### src/rtl/uart_cfg_regfile.sv
// UART configuration register file: shadow registers written over a valid/ack
// handshake, copied into the active outputs only while the UART is idle.
//
// Handshake: the master raises valid with rd/address/data and holds them until
// it sees ack. ack, err, data_out_valid and data_out are meaningful for the
// single cycle after the accepting edge. The master must then drop valid; a
// new request is accepted no earlier than the edge after valid is sampled low.
module uart_cfg_regfile #(
  parameter int DATA_W          = 4,
  parameter int ADDR_W          = 4,
  parameter int BASE_ADDR       = 9,
  parameter int DEFAULTS_ADDR   = 0,
  parameter int DEF_PARITY      = 1,
  parameter int DEF_PARITY_TYPE = 0,
  parameter int DEF_STOP        = 0,
  parameter int DEF_FRAME       = 8,
  parameter int DEF_BAUD        = 0,
  parameter int FRAME_MIN       = 5,
  parameter int FRAME_MAX       = 9
) (
  input  logic              clk_16bd,
  input  logic              rst,
  input  logic              valid,
  input  logic              rd,
  input  logic [ADDR_W-1:0] address,
  input  logic [DATA_W-1:0] data,
  input  logic              uart_idle,
  output logic              ack,
  output logic              err,
  output logic [DATA_W-1:0] data_out,
  output logic              data_out_valid,
  output logic              parity,
  output logic              parity_type,
  output logic              stop_bits,
  output logic [DATA_W-1:0] frame_length,
  output logic [DATA_W-1:0] baud_sel,
  output logic              cfg_pending,
  output logic              cfg_update
);

  typedef enum logic [1:0] {
    S_IDLE    = 2'd0,
    S_RESP    = 2'd1,
    S_RELEASE = 2'd2
  } state_t;

  typedef struct packed {
    logic              parity;
    logic              parity_type;
    logic              stop_bits;
    logic [DATA_W-1:0] frame_length;
    logic [DATA_W-1:0] baud_sel;
  } cfg_t;

  localparam cfg_t CFG_DEF = '{
    parity:       1'(DEF_PARITY),
    parity_type:  1'(DEF_PARITY_TYPE),
    stop_bits:    1'(DEF_STOP),
    frame_length: DATA_W'(DEF_FRAME),
    baud_sel:     DATA_W'(DEF_BAUD)
  };

  localparam logic [ADDR_W-1:0] BASE_A     = ADDR_W'(BASE_ADDR);
  localparam logic [ADDR_W-1:0] DEFS_A     = ADDR_W'(DEFAULTS_ADDR);
  localparam logic [ADDR_W-1:0] OFF_PARITY = ADDR_W'(0);
  localparam logic [ADDR_W-1:0] OFF_PTYPE  = ADDR_W'(1);
  localparam logic [ADDR_W-1:0] OFF_STOP   = ADDR_W'(2);
  localparam logic [ADDR_W-1:0] OFF_FRAME  = ADDR_W'(3);
  localparam logic [ADDR_W-1:0] OFF_BAUD   = ADDR_W'(4);
  localparam logic [DATA_W-1:0] FRAME_LO   = DATA_W'(FRAME_MIN);
  localparam logic [DATA_W-1:0] FRAME_HI   = DATA_W'(FRAME_MAX);

  state_t            state_q, state_d;
  cfg_t              shadow_q, shadow_d;
  cfg_t              active_q, active_d;
  logic              pending_q, pending_d;
  logic              update_q, update_d;
  logic              ack_q, ack_d;
  logic              err_q, err_d;
  logic              dov_q, dov_d;
  logic [DATA_W-1:0] dout_q, dout_d;

  logic [ADDR_W-1:0] offset;
  logic              in_range;
  logic              is_defaults;
  logic              frame_ok;
  logic              commit;
  logic [DATA_W-1:0] rd_val;

  always_comb begin
    offset      = address - BASE_A;
    in_range    = (address >= BASE_A) && (offset <= OFF_BAUD);
    is_defaults = (address == DEFS_A);
    frame_ok    = (data >= FRAME_LO) && (data <= FRAME_HI);
    commit      = pending_q && uart_idle;
  end

  always_comb begin
    rd_val = '0;
    case (offset)
      OFF_PARITY: rd_val = DATA_W'(shadow_q.parity);
      OFF_PTYPE:  rd_val = DATA_W'(shadow_q.parity_type);
      OFF_STOP:   rd_val = DATA_W'(shadow_q.stop_bits);
      OFF_FRAME:  rd_val = shadow_q.frame_length;
      OFF_BAUD:   rd_val = shadow_q.baud_sel;
      default:    rd_val = '0;
    endcase
  end

  always_comb begin
    state_d   = state_q;
    shadow_d  = shadow_q;
    active_d  = active_q;
    pending_d = pending_q;
    update_d  = 1'b0;
    ack_d     = 1'b0;
    err_d     = 1'b0;
    dov_d     = 1'b0;
    dout_d    = '0;

    // Commit first: a write accepted on the same edge re-arms pending below,
    // so active picks up the pre-write shadow and the new value goes later.
    if (commit) begin
      active_d  = shadow_q;
      pending_d = 1'b0;
      update_d  = 1'b1;
    end

    case (state_q)
      S_IDLE: begin
        if (valid) begin
          state_d = S_RESP;
          ack_d   = 1'b1;
          if (is_defaults) begin
            if (rd) begin
              err_d = 1'b1;
            end else begin
              shadow_d  = CFG_DEF;
              pending_d = 1'b1;
            end
          end else if (in_range) begin
            if (rd) begin
              dov_d  = 1'b1;
              dout_d = rd_val;
            end else if ((offset == OFF_FRAME) && !frame_ok) begin
              err_d = 1'b1;
            end else begin
              pending_d = 1'b1;
              case (offset)
                OFF_PARITY: shadow_d.parity       = data[0];
                OFF_PTYPE:  shadow_d.parity_type  = data[0];
                OFF_STOP:   shadow_d.stop_bits    = data[0];
                OFF_FRAME:  shadow_d.frame_length = data;
                OFF_BAUD:   shadow_d.baud_sel     = data;
                default:    shadow_d              = shadow_q;
              endcase
            end
          end else begin
            err_d = 1'b1;
          end
        end
      end
      S_RESP:    state_d = S_RELEASE;
      S_RELEASE: if (!valid) state_d = S_IDLE;
      default:   state_d = S_IDLE;
    endcase
  end

  always_ff @(posedge clk_16bd) begin
    if (rst) begin
      state_q   <= S_IDLE;
      shadow_q  <= CFG_DEF;
      active_q  <= CFG_DEF;
      pending_q <= 1'b0;
      update_q  <= 1'b0;
      ack_q     <= 1'b0;
      err_q     <= 1'b0;
      dov_q     <= 1'b0;
      dout_q    <= '0;
    end else begin
      state_q   <= state_d;
      shadow_q  <= shadow_d;
      active_q  <= active_d;
      pending_q <= pending_d;
      update_q  <= update_d;
      ack_q     <= ack_d;
      err_q     <= err_d;
      dov_q     <= dov_d;
      dout_q    <= dout_d;
    end
  end

  assign ack            = ack_q;
  assign err            = err_q;
  assign data_out_valid = dov_q;
  assign data_out       = dout_q;
  assign parity         = active_q.parity;
  assign parity_type    = active_q.parity_type;
  assign stop_bits      = active_q.stop_bits;
  assign frame_length   = active_q.frame_length;
  assign baud_sel       = active_q.baud_sel;
  assign cfg_pending    = pending_q;
  assign cfg_update     = update_q;

endmodule

### config.mk
export PLATFORM = sky130hd
export DESIGN_NAME = uart_cfg_regfile
export DESIGN_NICKNAME = d
export VERILOG_FILES = /design/src/rtl/uart_cfg_regfile.sv
export SDC_FILE = /design/constraint.sdc
export NUM_CORES = 1
export LEC_CHECK = 0
export ABC_CLOCK_PERIOD_IN_PS = 3500
export CAP_MARGIN = 20
export CORE_MARGIN = 1.5
export CORE_UTILIZATION = 52
export DETAILED_ROUTE_END_ITERATION = 8
export PLACE_DENSITY = 0.79
export SLEW_MARGIN = 25
export SYNTH_ARGS = -nofsm -noshare
export SYNTH_HDL_FRONTEND = slang
export SYNTH_SLANG_ARGS = --single-unit
### constraint.sdc
create_clock -name clk_16bd -period 3.5 [get_ports clk_16bd]
set_clock_uncertainty 0.15 [all_clocks]
set_input_delay 1.05 -clock clk_16bd [delete_from_list [all_inputs] [get_ports clk_16bd]]
set_output_delay 1.05 -clock clk_16bd [all_outputs]
set_load 0.02 [all_outputs]
==> run metrics, run 1 <==
CP Data Arrival Time=3.01 ns; hold crit path type=reg2reg; Final Max Tran Viols=0; CP endpoint=shadow_q[6]; period utilisation layout=0.8269; Post-synth EDFFs=0; clk slew on worst S/H paths=0.10 ns; Post-CTS Setup Repair Bufs=0; maxcap violations=0; CTS buffer count=5; WP data required=3.62 ns; nets=211; synthesized flop and latch total=33; largest net degree at the start of global routing=24; Unique masters post-synth=39; Reg power frac=0.509; syn_area_per_cell=8.525 um^2; Setup violations, final=0; Core Rows=18; f_max=345.5 MHz; DRC viols=0; RSZ-0062 raised after global routing=false; clock sink count=33; cts hold-fix bufs=0; Congestion Overflow GR=0; final hold vios=0; fin crit period=2.894 ns; Sw Share=0.2209; first-pass GRT wire length=4698 um; first drt pass iteration count=4; Clk network pwr share=0.386; Root Driver=clkbuf_4; initial antenna violation count=0; Worst Hold Depth=2; Mapped Area=0.001415 mm^2; TritonCTS clock tree=done; outcome=finished, final reports clean; P_sw=0.1663 mW; async set-reset flop share out of synthesis=0; Worst-Skew Late Latency=0.32 ns; area of the core=0.002522 mm^2; Primary FF master, synth=dfxtp_1; syn_nets=179; Final Wtd Congestion=0.9219; ant diodes=0; Startpoint Class=primary input; Mapped Cells=166; Setup TNS=0 ns; Crit Path Category=in2reg; die width=55.17 um; Detailed Route Iter0 Violations=22; Setup crit end kind=flop; fin util=0.7307; R2R cell count=4; detailed placement HPWL=2242 um; leak pwr=0.6499 nW; Pint=0.5863 mW; Initial Util=0.5610; launch point of the critical path=address[1]; VDD IR max=0.3800 mV; power density over cell area=408.3 mW/mm^2; Post-CTS Resized=0; Yosys warning count=0; post-route setup slack=0.6057 ns; Reg2Reg Setup Slack=1.65 ns; Crit Reg-Reg Endpoint=shadow_q[6]; Layout area overhead=30.24%; max_slew headroom=0.6680; Die Height=55.17 um; Max FO, Critical Path=13; Slew @ Worst Pin=0.4965 ns; CTS max path bufs=2; Post-Place Worst Slack=0.3397 ns; Total Wirelength=3024 um; Critical R2R Launch=state_q[1]; num ports=33; die area=0.003043 mm^2; Comb pwr share=0.104; vias in the first global route=1010; total routing usage reported by global routing=0.2244; IO Port Bufs=32; share of layout cells above drive strength 1=0.08543; total number of vias=1233; DR WL/cell=13.21 um; CTS H-tree lvls=2; post-route ant nets=0; post-synthesis sequential area ratio=0.4668; Vias/cell=5.384
[registers in the layout (all words and copies together) (netlist names), 2 cells and up]
name          cells
state_q           2
frame_length      4
data_out          4
baud_sel          4
shadow_q         11
[how the worst min path moves through the flow]
stage                          startpoint         endpoint  slack [ns]
final                     frame_length[2]  frame_length[2]        0.31
after global routing          parity_type      parity_type        0.33
after CTS                 frame_length[2]  frame_length[2]        0.31
after detailed placement  frame_length[2]  frame_length[2]        0.30
after global placement        parity_type      parity_type        0.29
after floorplan               shadow_q[8]        stop_bits        0.29
[per-layer routing]
layer / GRT usage / wire length (um)
met1: 0.3055 / 1468
met2: 0.3234 / 1382
met3: 0.07527 / 157
met4: 0.09350 / 15
met5: 0 / 0
[logic make-up after synthesis]
family	Yosys count	share of synthesized area
AND/OR/NAND/NOR	74	0.2794
AO/OA/AOI/OAI	39	0.1724
flip-flops	33	0.4668
buffers and inverters	14	0.03978
multiplexers	4	0.02918
XOR/XNOR	2	0.01238
[final cells by class]
type | count | area, um^2
Clock buffer | 7 | 55.05
Clock inverter | 1 | 30.03
Fill cell | 206 | 679.4
Inverter | 3 | 11.26
Multi-Input combinational cell | 119 | 698.2
Sequential cell | 33 | 660.6
Tap cell | 30 | 37.54
Timing Repair Buffer | 36 | 350.3
[layout by cell type (no fill, tap or decap), types with 4 or more instances in the layout]
cell	n
o21ai_0	9
dfxtp_1	33
nand2_1	24
nor2_1	12
buf_4	4
clkdlybuf4s50_1	32
nor3_1	5
nand3_1	5
clkbuf_4	5
nand2b_1	7
a21oi_1	16
[power groups by stage]
stage	logic (mW)	clock network (mW)	registers [mW]
finish	0.0786	0.291	0.383
global route	0.0851	0.322	0.384
CTS	0.0781	0.297	0.383
detailed placement	0.0777	0	0.392
global placement	0.0775	0	0.392
floorplan	0.0428	0	0.395
[stage by stage]
stage          std cells  area, um^2  hold slack [ns]  power [mW]
6_report             229        1843           0.3068      0.7526
2_1_floorplan        166        1415           0.2915      0.4377
5_1_grt              229        1843           0.3323      0.7909
3_3_place_gp         221        1758           0.2920      0.4691
3_5_place_dp         221        1758           0.2982      0.4696
4_1_cts              229        1843           0.3122      0.7587
[Yosys cell counts (2+ instances only)]
master / instances / share of area
nand2b_1: 7 / 0.031
nand3_1: 5 / 0.018
nand2_1: 24 / 0.064
nor3_1: 5 / 0.018
nor2_1: 12 / 0.032
nand4_1: 3 / 0.013
nand3b_1: 3 / 0.016
o21ai_0: 9 / 0.032
dfxtp_1: 33 / 0.47
inv_1: 3 / 0.0080
a221oi_1: 2 / 0.012
a21oi_1: 16 / 0.057
nor4_1: 2 / 0.0088
buf_2: 3 / 0.011
mux2i_1: 3 / 0.021
or3_1: 2 / 0.0088
clkbuf_1: 7 / 0.019
a22o_1: 3 / 0.019
nor2b_1: 3 / 0.013
xor2_1: 2 / 0.012
[worst max-delay path, stage by stage]
cell and delay (ns):
clkdlybuf4s50_1 0.66, nor2b_1 0.31, nand2_1 0.11, or3_1 0.31
nor3_1 0.37, a22o_1 0.20
No activity file was read; power rests on OpenSTA's default activity.
==> run 2, diff against run 1 <==
- ABC_CLOCK_PERIOD_IN_PS: 3500 -> 2700
- CORE_UTILIZATION: 52 -> 48
- PLACE_DENSITY: 0.79 -> 0.73
- clock period: 3.5 -> 2.7 ns (I/O delays scaled with it)
==> run metrics, run 2 (same netlist as run 1, synthesis figures left out) <==
outcome=finished, final reports clean (unchanged); Core Rows=19 (was 18); WP data required=2.80 ns (was 3.62 ns); Setup TNS=0 ns (unchanged); hold crit path type=reg2reg (unchanged); clock sink count=33 (unchanged); first drt pass iteration count=4 (unchanged); Post-Place Worst Slack=-0.08775 ns (was 0.3397 ns); launch point of the critical path=address[2] (was address[1]); maxcap violations=0 (unchanged); Max FO, Critical Path=9 (was 13); CP Data Arrival Time=2.55 ns (was 3.01 ns); smallest hold slack=0.3129 ns (was 0.3068 ns); Final Max Tran Viols=0 (unchanged); DRC viols=0 (unchanged); TritonCTS clock tree=done (unchanged); FF+latch area=660.6 um^2 (unchanged); RSZ-0062 raised after global routing=false (unchanged); vias in the first global route=1327 (was 1010); Biggest register=shadow_q (unchanged); Detailed Route Iter0 Violations=68 (was 22); period utilisation layout=0.9094; leak pwr=0.7199 nW (was 0.6499 nW); Die Height=57.30 um (was 55.17 um); CTS buffer count=5 (unchanged); Reg2Reg Setup Slack=0.90 ns (was 1.65 ns); nets=228 (was 211); CTS max path bufs=2 (unchanged); Worst-Skew Late Latency=0.35 ns (was 0.32 ns); Setup crit end kind=flop (unchanged); largest net degree at the start of global routing=24 (unchanged); Total Wirelength=3363 um (was 3024 um); detailed placement HPWL=2576 um (was 2242 um); footprint of the multi-input gates=698.2 um^2 (unchanged); Setup violations, final=0 (unchanged); Filler cells=228 (was 206); most common cell after layout, fill and taps aside=dfxtp_1 (unchanged); IO Port Bufs=32 (unchanged); max reg flops=11 (unchanged); Initial Util=0.5088 (was 0.5610); Post-CTS Resized=0 (unchanged); total routing usage reported by global routing=0.2333 (was 0.2244); die width=57.30 um (was 55.17 um); Final Wtd Congestion=0.8402 (was 0.9219); total chip power=0.8922 mW (was 0.7526 mW); Congestion Overflow GR=0 (unchanged); Root Driver=clkbuf_4 (unchanged); VDD IR max=0.4068 mV (was 0.3800 mV); power density over cell area=459.4 mW/mm^2 (was 408.3 mW/mm^2); Slew @ Worst Pin=0.4440 ns (was 0.4965 ns); Critical R2R Launch=state_q[1] (unchanged); first-pass GRT wire length=5851 um (was 4698 um); area of the core=0.002781 mm^2 (was 0.002522 mm^2); share of layout cells above drive strength 1=0.1620 (was 0.08543); ant diodes=0 (unchanged); initial antenna violation count=0 (unchanged); post-route ant nets=0 (unchanged); num ports=33 (unchanged); DR WL/cell=13.62 um (was 13.21 um); max_slew headroom=0.7013 (was 0.6680); die area=0.003283 mm^2 (was 0.003043 mm^2); total number of vias=1367 (was 1233); Vias/cell=5.534 (was 5.384); most frequent cells in the layout=dfxtp_1, clkdlybuf4s50_1, nand2_1 (unchanged); Startpoint Class=primary input (unchanged); CTS H-tree lvls=2 (unchanged); post-route setup slack=0.2447 ns (was 0.6057 ns); clk slew on worst S/H paths=0.10 ns (about the same); Post-CTS Setup Repair Bufs=0 (unchanged); hold path start=frame_length[1] (was frame_length[2]); cts hold-fix bufs=0 (unchanged); f_max=407.3 MHz; final hold vios=0 (unchanged); Layout area overhead=37.22% (was 30.24%); fin crit period=2.455 ns; Crit Path Category=in2reg (unchanged); fin util=0.6982 (was 0.7307)
==> run 2: layer usage <==
| layer | vias to the layer above | part of all wire | global-route usage |
|---|---|---|---|
| met2 | 40 | 0.49 | 0.3777 |
| met4 | 0 | 0.022 | 0.1329 |
| met5 | - | 0 | 0 |
| li1 | 681 | - | - |
| met1 | 638 | 0.44 | 0.2904 |
| met3 | 8 | 0.053 | 0.04535 |
==> run 2: area by class of cell <==
class,instances,share of cell area
Multi-Input combinational cell,119,0.3595
Timing Repair Buffer,53,0.2461
Inverter,3,0.005799
Clock buffer,5,0.01933
Tap cell,31,0.01997
Clock inverter,3,0.009021
Sequential cell,33,0.3402
==> run 2: critical path: stages <==
cell and delay (ns):
clkdlybuf4s50_1 0.46, buf_4 0.20, nor4_1 0.40, a311oi_1 0.09, o21ai_0 0.20, a21oi_2 0.13, a22o_1 0.24
==> run 2: path summary, 6_finish.rpt <==
path / to / cells after the start
max: shadow_q[6] / 7
min: frame_length[1] / 2
max reg2reg: shadow_q[6] / 4
min reg2reg: frame_length[1] / 2
==> run 2: stage by stage <==
step | std cells | instance area [um^2]
after global placement | 239 | 1887
after detailed placement | 239 | 1887
after CTS | 247 | 1942
final | 247 | 1942
after floorplan | 166 | 1415
after global routing | 247 | 1942
==> run 2: power by group <==
group | switching (mW) | internal, mW
clock network | 0.176 | 0.0980
logic | 0.0618 | 0.0600
registers | 0.00354 | 0.493
